**config.mk**
```make
export PLATFORM = sky130hd
export DESIGN_NAME = vga_pattern_gen_flat
export DESIGN_NICKNAME = d
export VERILOG_FILES = /design/src/rtl/vga_pkg.sv /design/src/rtl/vga_pattern_gen_if.sv /design/src/rtl/vga_bounce_ctr.sv /design/src/rtl/vga_pattern_gen.sv /design/src/flat_wrapper.sv
export SDC_FILE = /design/constraint.sdc
export NUM_CORES = 1
export LEC_CHECK = 0
export BUFFER_PORTS_ARGS = -buffer_cell sky130_fd_sc_hd__buf_2
export CELL_PAD_IN_SITES_DETAIL_PLACEMENT = 1
export CELL_PAD_IN_SITES_GLOBAL_PLACEMENT = 2
export CORE_MARGIN = 2
export CORE_UTILIZATION = 30
export DETAILED_ROUTE_END_ITERATION = 7
export GPL_ROUTABILITY_DRIVEN = 0
export PLACE_DENSITY_LB_ADDON = 0.1
export SLEW_MARGIN = 5
export SYNTH_ARGS = -nofsm -noshare
export SYNTH_HDL_FRONTEND = slang
export SYNTH_SLANG_ARGS = --single-unit
```
**constraint.sdc**
```tcl
create_clock -name clk -period 3.5 [get_ports clk]
set_input_delay 0.7 -clock clk [delete_from_list [all_inputs] [get_ports clk]]
set_output_delay 0.7 -clock clk [all_outputs]
set_load 0.02 [all_outputs]
```
**src/rtl/vga_pkg.sv**
```systemverilog
// Shared definitions for the XGA video blocks: pattern mode codes,
// XGA 1024x768@70 timing numbers and the width helper used by the tops.
package vga_pkg;

    // Pattern mode encoding
    localparam logic [1:0] MODE_BARS  = 2'd0;
    localparam logic [1:0] MODE_CHECK = 2'd1;
    localparam logic [1:0] MODE_BOX   = 2'd2;
    localparam logic [1:0] MODE_GRAD  = 2'd3;

    // XGA 1024x768 timing (75 MHz pixel clock)
    localparam int H_ACTIVE = 32'd1024;
    localparam int H_FP     = 32'd24;
    localparam int H_SYNC   = 32'd136;
    localparam int H_BP     = 32'd144;
    localparam int H_TOTAL  = 32'd1328;
    localparam int V_ACTIVE = 32'd768;
    localparam int V_FP     = 32'd3;
    localparam int V_SYNC   = 32'd6;
    localparam int V_BP     = 32'd29;
    localparam int V_TOTAL  = 32'd806;

    // Number of bits needed to count 0..value-1
    function automatic int clog2(input int value);
        int rem;
        int bits;
        bits = 32'sd0;
        rem  = value - 32'sd1;
        while (rem > 32'sd0) begin
            bits = bits + 32'sd1;
            rem  = rem >>> 1;
        end
        return bits;
    endfunction

endpackage

```
**src/rtl/vga_pattern_gen_if.sv**
```systemverilog
// Pixel position in, pixel colour out, between vga_driver and a pattern source.
interface vga_pattern_gen_if
    import vga_pkg::*;
#(
    parameter int WIDTH       = 1024,
    parameter int HEIGHT      = 768,
    parameter int COLOR_DEPTH = 8
);
    localparam int HW = clog2(WIDTH);
    localparam int VW = clog2(HEIGHT);

    logic [HW-1:0]          h_pos;
    logic [VW-1:0]          v_pos;
    logic [COLOR_DEPTH-1:0] vga_r;
    logic [COLOR_DEPTH-1:0] vga_g;
    logic [COLOR_DEPTH-1:0] vga_b;

    // Timing side: produces position, consumes colour
    modport master (output h_pos, v_pos, input vga_r, vga_g, vga_b);
    // Pattern side: consumes position, produces colour
    modport slave  (input h_pos, v_pos, output vga_r, vga_g, vga_b);
endinterface

```
**src/rtl/vga_bounce_ctr.sv**
```systemverilog
// One axis of the bouncing box: position walks 0..LIMIT and reverses at
// either end, one step per frame tick.
module vga_bounce_ctr #(
    parameter int W     = 10,
    parameter int LIMIT = 960
) (
    input  logic         clk,
    input  logic         rst_n,
    input  logic         tick,
    output logic [W-1:0] pos
);
    localparam logic [W-1:0] ONE     = {{(W-1){1'b0}}, 1'b1};
    localparam logic [W-1:0] LIMIT_V = W'(LIMIT);

    logic [W-1:0] pos_r;
    logic [W-1:0] pos_nxt_s;
    logic         dir_r;       // 1 = moving up (+1), 0 = moving down (-1)
    logic         dir_nxt_s;

    // Next position/direction: reflect at the ends, otherwise step
    always_comb begin
        pos_nxt_s = pos_r;
        dir_nxt_s = dir_r;
        if (tick) begin
            if (dir_r && (pos_r == LIMIT_V)) begin
                dir_nxt_s = 1'b0;
                pos_nxt_s = pos_r - ONE;
            end else if (!dir_r && (pos_r == {W{1'b0}})) begin
                dir_nxt_s = 1'b1;
                pos_nxt_s = ONE;
            end else if (dir_r) begin
                pos_nxt_s = pos_r + ONE;
            end else begin
                pos_nxt_s = pos_r - ONE;
            end
        end else begin
            pos_nxt_s = pos_r;
        end
    end

    // Position/direction state
    always_ff @(posedge clk or negedge rst_n) begin
        if (!rst_n) begin
            pos_r <= {W{1'b0}};
            dir_r <= 1'b1;
        end else begin
            pos_r <= pos_nxt_s;
            dir_r <= dir_nxt_s;
        end
    end

    assign pos = pos_r;
endmodule

```
**src/rtl/vga_pattern_gen.sv**
```systemverilog
// Animated test-pattern source for the XGA top. Four patterns selected by a
// push button, animation advanced once per frame, colour valid two clocks
// after the position is presented.
module vga_pattern_gen
    import vga_pkg::*;
#(
    parameter int WIDTH       = 1024,
    parameter int HEIGHT      = 768,
    parameter int COLOR_DEPTH = 8,
    parameter int BOX_SIZE    = 64,
    parameter int CHECK_LOG2  = 5
) (
    input  logic                    clk,
    input  logic                    rst_n,
    input  logic                    step_n,
    output logic [1:0]              mode,
    vga_pattern_gen_if.slave        pix
);
    localparam int HW = clog2(WIDTH);
    localparam int VW = clog2(HEIGHT);

    localparam logic [COLOR_DEPTH-1:0] FULL      = {COLOR_DEPTH{1'b1}};
    localparam logic [COLOR_DEPTH-1:0] ZERO      = {COLOR_DEPTH{1'b0}};
    localparam logic [COLOR_DEPTH-1:0] DARK_BLUE = COLOR_DEPTH'(8'h40);

    // Button synchroniser and edge detect
    logic sync1_r, sync2_r, step_prev_r;
    logic press_s;

    // Frame-level state
    logic [VW-1:0] v_pos_d_r;
    logic          frame_tick_s;
    logic [1:0]    pending_mode_r;
    logic [1:0]    mode_r;
    logic [7:0]    frame_cnt_r;
    logic [HW-1:0] box_x_s;
    logic [VW-1:0] box_y_s;

    // Pipeline stage 1 snapshot
    logic [HW-1:0] h1_r;
    logic [VW-1:0] v1_r;
    logic [1:0]    mode1_r;
    logic [HW-1:0] box_x1_r;
    logic [VW-1:0] box_y1_r;
    logic [7:0]    fc1_r;

    // Stage 2 colour
    logic [COLOR_DEPTH-1:0] r_s, g_s, b_s;
    logic [HW-1:0]          sum_s;
    logic                   in_range_s;
    logic                   in_box_s;
    logic [2:0]             bar_idx_s;

    // Two-flop synchroniser plus one registered copy for edge detection
    always_ff @(posedge clk or negedge rst_n) begin
        if (!rst_n) begin
            sync1_r     <= 1'b1;
            sync2_r     <= 1'b1;
            step_prev_r <= 1'b1;
        end else begin
            sync1_r     <= step_n;
            sync2_r     <= sync1_r;
            step_prev_r <= sync2_r;
        end
    end

    assign press_s      = step_prev_r & ~sync2_r;
    assign frame_tick_s = (v_pos_d_r == VW'(HEIGHT - 1)) && (pix.v_pos == {VW{1'b0}});

    // Mode selection and frame counter; mode only changes on the frame tick
    always_ff @(posedge clk or negedge rst_n) begin
        if (!rst_n) begin
            v_pos_d_r      <= {VW{1'b0}};
            pending_mode_r <= MODE_BARS;
            mode_r         <= MODE_BARS;
            frame_cnt_r    <= 8'd0;
        end else begin
            v_pos_d_r <= pix.v_pos;
            if (press_s) begin
                pending_mode_r <= pending_mode_r + 2'd1;
            end
            if (frame_tick_s) begin
                mode_r      <= pending_mode_r;
                frame_cnt_r <= frame_cnt_r + 8'd1;
            end
        end
    end

    vga_bounce_ctr #(.W(HW), .LIMIT(WIDTH - BOX_SIZE)) u_bounce_x (
        .clk   (clk),
        .rst_n (rst_n),
        .tick  (frame_tick_s),
        .pos   (box_x_s)
    );

    vga_bounce_ctr #(.W(VW), .LIMIT(HEIGHT - BOX_SIZE)) u_bounce_y (
        .clk   (clk),
        .rst_n (rst_n),
        .tick  (frame_tick_s),
        .pos   (box_y_s)
    );

    // Stage 1: capture position together with the animation snapshot
    always_ff @(posedge clk or negedge rst_n) begin
        if (!rst_n) begin
            h1_r     <= {HW{1'b0}};
            v1_r     <= {VW{1'b0}};
            mode1_r  <= MODE_BARS;
            box_x1_r <= {HW{1'b0}};
            box_y1_r <= {VW{1'b0}};
            fc1_r    <= 8'd0;
        end else begin
            h1_r     <= pix.h_pos;
            v1_r     <= pix.v_pos;
            mode1_r  <= mode_r;
            box_x1_r <= box_x_s;
            box_y1_r <= box_y_s;
            fc1_r    <= frame_cnt_r;
        end
    end

    assign in_range_s = ({1'b0, h1_r} < (HW+1)'(WIDTH)) && ({1'b0, v1_r} < (VW+1)'(HEIGHT));
    assign sum_s      = h1_r + HW'(fc1_r);
    assign bar_idx_s  = h1_r[HW-1 -: 3];
    assign in_box_s   = (h1_r >= box_x1_r)
                     && ({1'b0, h1_r} < ({1'b0, box_x1_r} + (HW+1)'(BOX_SIZE)))
                     && (v1_r >= box_y1_r)
                     && ({1'b0, v1_r} < ({1'b0, box_y1_r} + (VW+1)'(BOX_SIZE)));

    // Stage 2 colour: pattern select, blanked outside the active area
    always_comb begin
        r_s = ZERO;
        g_s = ZERO;
        b_s = ZERO;
        if (in_range_s) begin
            case (mode1_r)
                MODE_BARS: begin
                    r_s = bar_idx_s[0] ? FULL : ZERO;
                    g_s = bar_idx_s[1] ? FULL : ZERO;
                    b_s = bar_idx_s[2] ? FULL : ZERO;
                end
                MODE_CHECK: begin
                    r_s = (sum_s[CHECK_LOG2] ^ v1_r[CHECK_LOG2]) ? FULL : ZERO;
                    g_s = r_s;
                    b_s = r_s;
                end
                MODE_BOX: begin
                    r_s = in_box_s ? FULL : ZERO;
                    b_s = in_box_s ? ZERO : DARK_BLUE;
                end
                MODE_GRAD: begin
                    r_s = h1_r[HW-1 -: COLOR_DEPTH];
                    g_s = v1_r[VW-1 -: COLOR_DEPTH];
                    b_s = fc1_r[7 -: COLOR_DEPTH];
                end
                default: begin
                    r_s = ZERO;
                    g_s = ZERO;
                    b_s = ZERO;
                end
            endcase
        end else begin
            r_s = ZERO;
            g_s = ZERO;
            b_s = ZERO;
        end
    end

    // Registered colour outputs
    always_ff @(posedge clk or negedge rst_n) begin
        if (!rst_n) begin
            pix.vga_r <= ZERO;
            pix.vga_g <= ZERO;
            pix.vga_b <= ZERO;
        end else begin
            pix.vga_r <= r_s;
            pix.vga_g <= g_s;
            pix.vga_b <= b_s;
        end
    end

    assign mode = mode_r;
endmodule
```
**src/flat_wrapper.sv**
```systemverilog
// flat-port wrapper written by rule: the top's interface ports become plain ports
module vga_pattern_gen_flat import vga_pkg::*;
#(
    parameter int WIDTH       = 1024,
    parameter int HEIGHT      = 768,
    parameter int COLOR_DEPTH = 8,
    parameter int BOX_SIZE    = 64,
    parameter int CHECK_LOG2  = 5
)
  (clk, rst_n, step_n, mode, pix_h_pos, pix_v_pos, pix_vga_r, pix_vga_g, pix_vga_b);
  vga_pattern_gen_if #(.WIDTH(WIDTH), .HEIGHT(HEIGHT), .COLOR_DEPTH(COLOR_DEPTH)) pix_i ();
  input  logic clk;
  input  logic rst_n;
  input  logic step_n;
  output logic [1:0] mode;
  input wire logic [$bits(pix_i.h_pos)-1:0] pix_h_pos;
  input wire logic [$bits(pix_i.v_pos)-1:0] pix_v_pos;
  output wire logic [$bits(pix_i.vga_r)-1:0] pix_vga_r;
  output wire logic [$bits(pix_i.vga_g)-1:0] pix_vga_g;
  output wire logic [$bits(pix_i.vga_b)-1:0] pix_vga_b;
  assign pix_i.h_pos = pix_h_pos;
  assign pix_i.v_pos = pix_v_pos;
  assign pix_vga_r = pix_i.vga_r;
  assign pix_vga_g = pix_i.vga_g;
  assign pix_vga_b = pix_i.vga_b;
  vga_pattern_gen #(.WIDTH(WIDTH), .HEIGHT(HEIGHT), .COLOR_DEPTH(COLOR_DEPTH), .BOX_SIZE(BOX_SIZE), .CHECK_LOG2(CHECK_LOG2)) u_core (.clk(clk), .rst_n(rst_n), .step_n(step_n), .mode(mode), .pix(pix_i));
endmodule
```
==> parameters.txt <==
Parameter                              Value

Clock tree
  Post-CTS clock slew at the launch and capture registers of the worst setup and hold paths ... around 0.08 ns
  Number of clock buffers inserted by TritonCTS ... 9
  Clock tree sinks ... about 110
  Number of hold-repair buffers added at the cts stage ... 0
  Post-CTS resize count ... 0
  Maximum clock insertion buffer count ... 2
  TritonCTS clock tree ... done
  Deepest level of the CTS H-tree ... 3
  Root buffer selected by CTS ... sky130_fd_sc_hd__clkbuf_16
  Insertion delay to the later sink of the worst-skew pair ... 0.35 ns
  Buffers inserted by post-CTS timing repair ... 0

Worst hold path
  Classification of the worst-slack hold path ... flip-flop to flip-flop
  Startpoint of the worst hold path ... u_core.sync1_r$_DFF_PN1_
  Cells on Worst Hold Path ... 0

Critical path
  Register-to-register setup slack ... 0.77 ns
  Data arrival time at the worst-slack endpoint ... 2.99 ns
  Number of cells traversed by the worst register-to-register path ... 9
  Highest-delay cell along the critical path ... sky130_fd_sc_hd__nand4b_1
  Cell-by-cell listing of the critical path ... ha_1 -> xnor2_1 -> ha_1 -> a21o_1 -> a21oi_1 -> a31oi_1 -> a2111oi_0 -> nand4b_1 -> a31oi_1
  Peak per-stage delay on the critical path ... roughly 0.46 ns
  Sort of element at the end of the critical path ... flip-flop
  Combined buffer and inverter count along the critical path ... 0
  Crit start category ... flip-flop
  Req. time, crit path ... 3.77 ns
  Number of cells on the critical path ... 9
  Startpoint of the worst setup timing path ... u_core.box_x1_r[6]$_DFF_PN0_
  Crit Path Class ... flip-flop to flip-flop
  Maximum net fanout on the critical path ... 9
  Critical register-to-register path startpoint ... u_core.box_x1_r[6]$_DFF_PN0_
  Kind of cell adding the most delay to the critical path ... compound AO/OA/AOI/OAI gates

Placement
  Total of buffers placed on input and output ports ... 48
  Post-DP HPWL ... 9802 um

Timing
  Worst Skew ... approximately 0.010 ns
  Worst Tran Pin Value ... between 0.6 and 0.7 ns
  Summed negative setup slack over all endpoints ... 0 ns
  Hold violation count in the final report ... 0
  Final setup fails ... 0
  Max frequency ... 366.8 MHz
  Hold Worst Slack ... 0.3519 ns
  Max-slew violation count ... 0
  Max-slew headroom at the worst pin ... 0.5648
  RSZ-0062 raised after global routing ... false
  Share of the clock period used by the worst path after layout ... 0.7790
  Final min period ... 2.727 ns

Global routing
  Pin count of the biggest net entering global routing ... 65
  Remaining global-route overflow ... 0
  Global-route wire length before repair ... 22670 um
  Overall routing resource usage ... 0.1463
  Via count of the first global-routing pass ... 4275
  Antenna violations before repair ... 0

Cells and area
  Layout overhead on the synthesized area ... 13.76%
  Nets ... about 630
  Fraction of layout cells with a size suffix above 1 ... 0.1446
  Combined area of the multi-input logic cells ... between 2000 and 2500 sq um
  Number of antenna diodes ... 0
  Sequential cell area ... between 2000 and 3000 sq um
  Filler cells ... 2032

Floorplanning
  Top Ports ... 49
  Core Box Area ... between 15000 and 20000 sq um
  Overall die width ... about 140 um
  Full die area ... around 19000 sq um
  Height of the die ... roughly 140 um
  Total number of placement rows ... 49
  Starting density of the core ... 0.3033

Pwr
  IR Drop Worst-Case VDD ... roughly 0.27 mV
  Static leakage power ... 2.768 nW
  Pwr dens ... 405.8 nW/um^2

Yosys
  Top-area cell type share of the netlist area ... 0.4902
  Async set-reset flop share out of synthesis ... 1.000
  Flop and latch count out of synthesis ... about 110
  Leading post-synthesis cells by instance count ... 106 x sky130_fd_sc_hd__dfrtp_1, 53 x sky130_fd_sc_hd__nand2_1, 51 x sky130_fd_sc_hd__a21oi_1
  Number of synthesis warnings ... 0
  Post-synth design cell area ... 5411 sq um
  Sequential element share of the synthesized area ... 0.5145
  Prevailing post-synth register cell ... sky130_fd_sc_hd__dfrtp_1
  Synthesized area divided by synthesized cell count ... 10.23 sq um
  Top cells by area, synth ... sky130_fd_sc_hd__dfrtp_1 49%, sky130_fd_sc_hd__ha_1 9.0%, sky130_fd_sc_hd__a21oi_1 4.7%
  EDFF count, synth ... 0
  Count of different cell masters after synthesis ... 56
  Gate count after technology mapping ... 529
  Leading area contributor after synthesis ... sky130_fd_sc_hd__dfrtp_1
  Most frequent cell after synthesis ... sky130_fd_sc_hd__dfrtp_1
  Post-synth net total ... 591

Routing
  Total via count after detailed routing ... approximately 4000
  Number of routed nets with antenna violations ... 0
  Number of optimization iterations in the first detailed-route pass ... 4
  Detailed Route WL ... between 10000 and 15000 um
  Violation count after the first detailed-route iteration ... roughly 120
  Post-detailed-route wirelength per cell ... around 17 um
  Vias per inst ... about 5
  DRC violation count after routing ... 0

Flow run
  Number of maximum-capacitance constraint violations ... 0

Run status
  Result of the run ... finished, final reports clean
final timing paths:
kind                                                              to
min in group asynchronous                   u_core.h1_r[7]$_DFF_PN0_
worst min register to register              u_core.sync2_r$_DFF_PN1_
worst min-delay path                        u_core.sync2_r$_DFF_PN1_
worst max register to register         u_core.pix.vga_r[5]$_DFF_PN0_
worst max-delay path                   u_core.pix.vga_r[5]$_DFF_PN0_
max in group asynchronous       u_core.u_bounce_y.pos[8]$_DFFE_PN0P_
cell type report:
type / instances / share of cell area
Sequential cell: 111 / 0.4522
Multi-Input combinational cell: 366 / 0.3925
Tap cell: 229 / 0.04654
Timing Repair Buffer: 52 / 0.04634
Clock buffer: 11 / 0.03943
Inverter: 29 / 0.01768
Clock inverter: 5 / 0.005285
power by group:
group / internal, mW / switching [mW]
Sequential: 1.33 / 0.0313
Clock: 0.504 / 0.469
Combinational: 0.0657 / 0.103
worst register-to-register path, delay by kind of cell, from the launching register on:
family,cells,cell delay (ns)
compound gates,5,1.08
fa+ha+maj,2,0.55
simple gates,1,0.46
flops,1,0.41
xor+xnor,1,0.14
cell usage in the layout (no fill, tap or decap), types with 3 or more instances in the layout:
cell | Yosys | final
sky130_fd_sc_hd__a211o_1 | 3 | 3
sky130_fd_sc_hd__a21o_1 | 8 | 8
sky130_fd_sc_hd__a21oi_1 | 51 | 51
sky130_fd_sc_hd__a22o_1 | 4 | 4
sky130_fd_sc_hd__a31oi_1 | 13 | 13
sky130_fd_sc_hd__and2_1 | 6 | 6
sky130_fd_sc_hd__and3_1 | 9 | 9
sky130_fd_sc_hd__and4_1 | 4 | 4
sky130_fd_sc_hd__buf_2 | 1 | 47
sky130_fd_sc_hd__buf_4 | 0 | 4
sky130_fd_sc_hd__clkbuf_16 | 0 | 9
sky130_fd_sc_hd__clkinv_2 | 0 | 3
sky130_fd_sc_hd__dfrtp_1 | 106 | 106
sky130_fd_sc_hd__dfstp_2 | 5 | 5
sky130_fd_sc_hd__ha_1 | 39 | 39
sky130_fd_sc_hd__inv_1 | 29 | 29
sky130_fd_sc_hd__mux2_2 | 3 | 3
sky130_fd_sc_hd__nand2_1 | 53 | 53
sky130_fd_sc_hd__nand2b_1 | 5 | 5
sky130_fd_sc_hd__nand3_1 | 22 | 22
sky130_fd_sc_hd__nand3b_1 | 3 | 3
sky130_fd_sc_hd__nand4_1 | 10 | 10
sky130_fd_sc_hd__nor2_1 | 24 | 24
sky130_fd_sc_hd__nor2b_1 | 6 | 6
sky130_fd_sc_hd__nor3_1 | 8 | 8
sky130_fd_sc_hd__nor4_1 | 9 | 9
sky130_fd_sc_hd__o211ai_1 | 3 | 3
sky130_fd_sc_hd__o21ai_0 | 24 | 24
sky130_fd_sc_hd__o22ai_1 | 3 | 3
sky130_fd_sc_hd__o31ai_1 | 8 | 8
sky130_fd_sc_hd__xnor2_1 | 16 | 16
routing by layer:
metal  vias to the layer above  wire length (um)  track usage
li1                       1978                 -            -
met1                      1982              6469       0.1945
met2                        39              6368       0.2441
met3                        14               279      0.02078
met4                         0               217      0.05317
met5                         -                 0            0
flip-flops by register name (all words and copies together) (netlist names), 2 cells and up:
signal / flops
u_core.pending_mode_r: 2
u_core.fc1_r: 8
u_core.mode1_r: 2
u_core.h1_r: 10
u_core.u_bounce_x.pos: 10
u_core.frame_cnt_r: 8
u_core.box_x1_r: 10
u_core.box_y1_r: 10
u_core.pix.vga_r: 8
u_core.mode: 2
u_core.v_pos_d_r: 10
u_core.u_bounce_y.pos: 10
u_core.pix.vga_b: 8
u_core.pix.vga_g: 8
cells by family (layout without fill, tap and decap cells):
kind of cell	after synthesis	count (layout)	share of synthesized area
AO/OA/AOI/OAI	132	132	0.1496
XOR/XNOR	17	17	0.02751
adder cells (fa/ha/maj)	39	39	0.09017
buffers and inverters	52	97	0.03907
flip-flops	111	111	0.5145
multiplexers	4	4	0.009016
AND/OR/NAND/NOR	174	174	0.1702
metrics by stage:
step | instance area [sq um] | instances | utilization | worst slack (ns) | power (mW)
global placement | 5881 | 787 | 0.3296 | 0.9233 | 1.553
global route | 6156 | 803 | 0.3450 | 0.5046 | 2.619
CTS | 6156 | 803 | 0.3450 | 0.7651 | 2.549
floorplan | 5411 | 529 | - | 1.171 | 1.467
finish | 6156 | 803 | 0.3450 | 0.7734 | 2.498
detailed placement | 5881 | 787 | 0.3296 | 0.7973 | 1.558
Power figures use the tool's default switching activity.
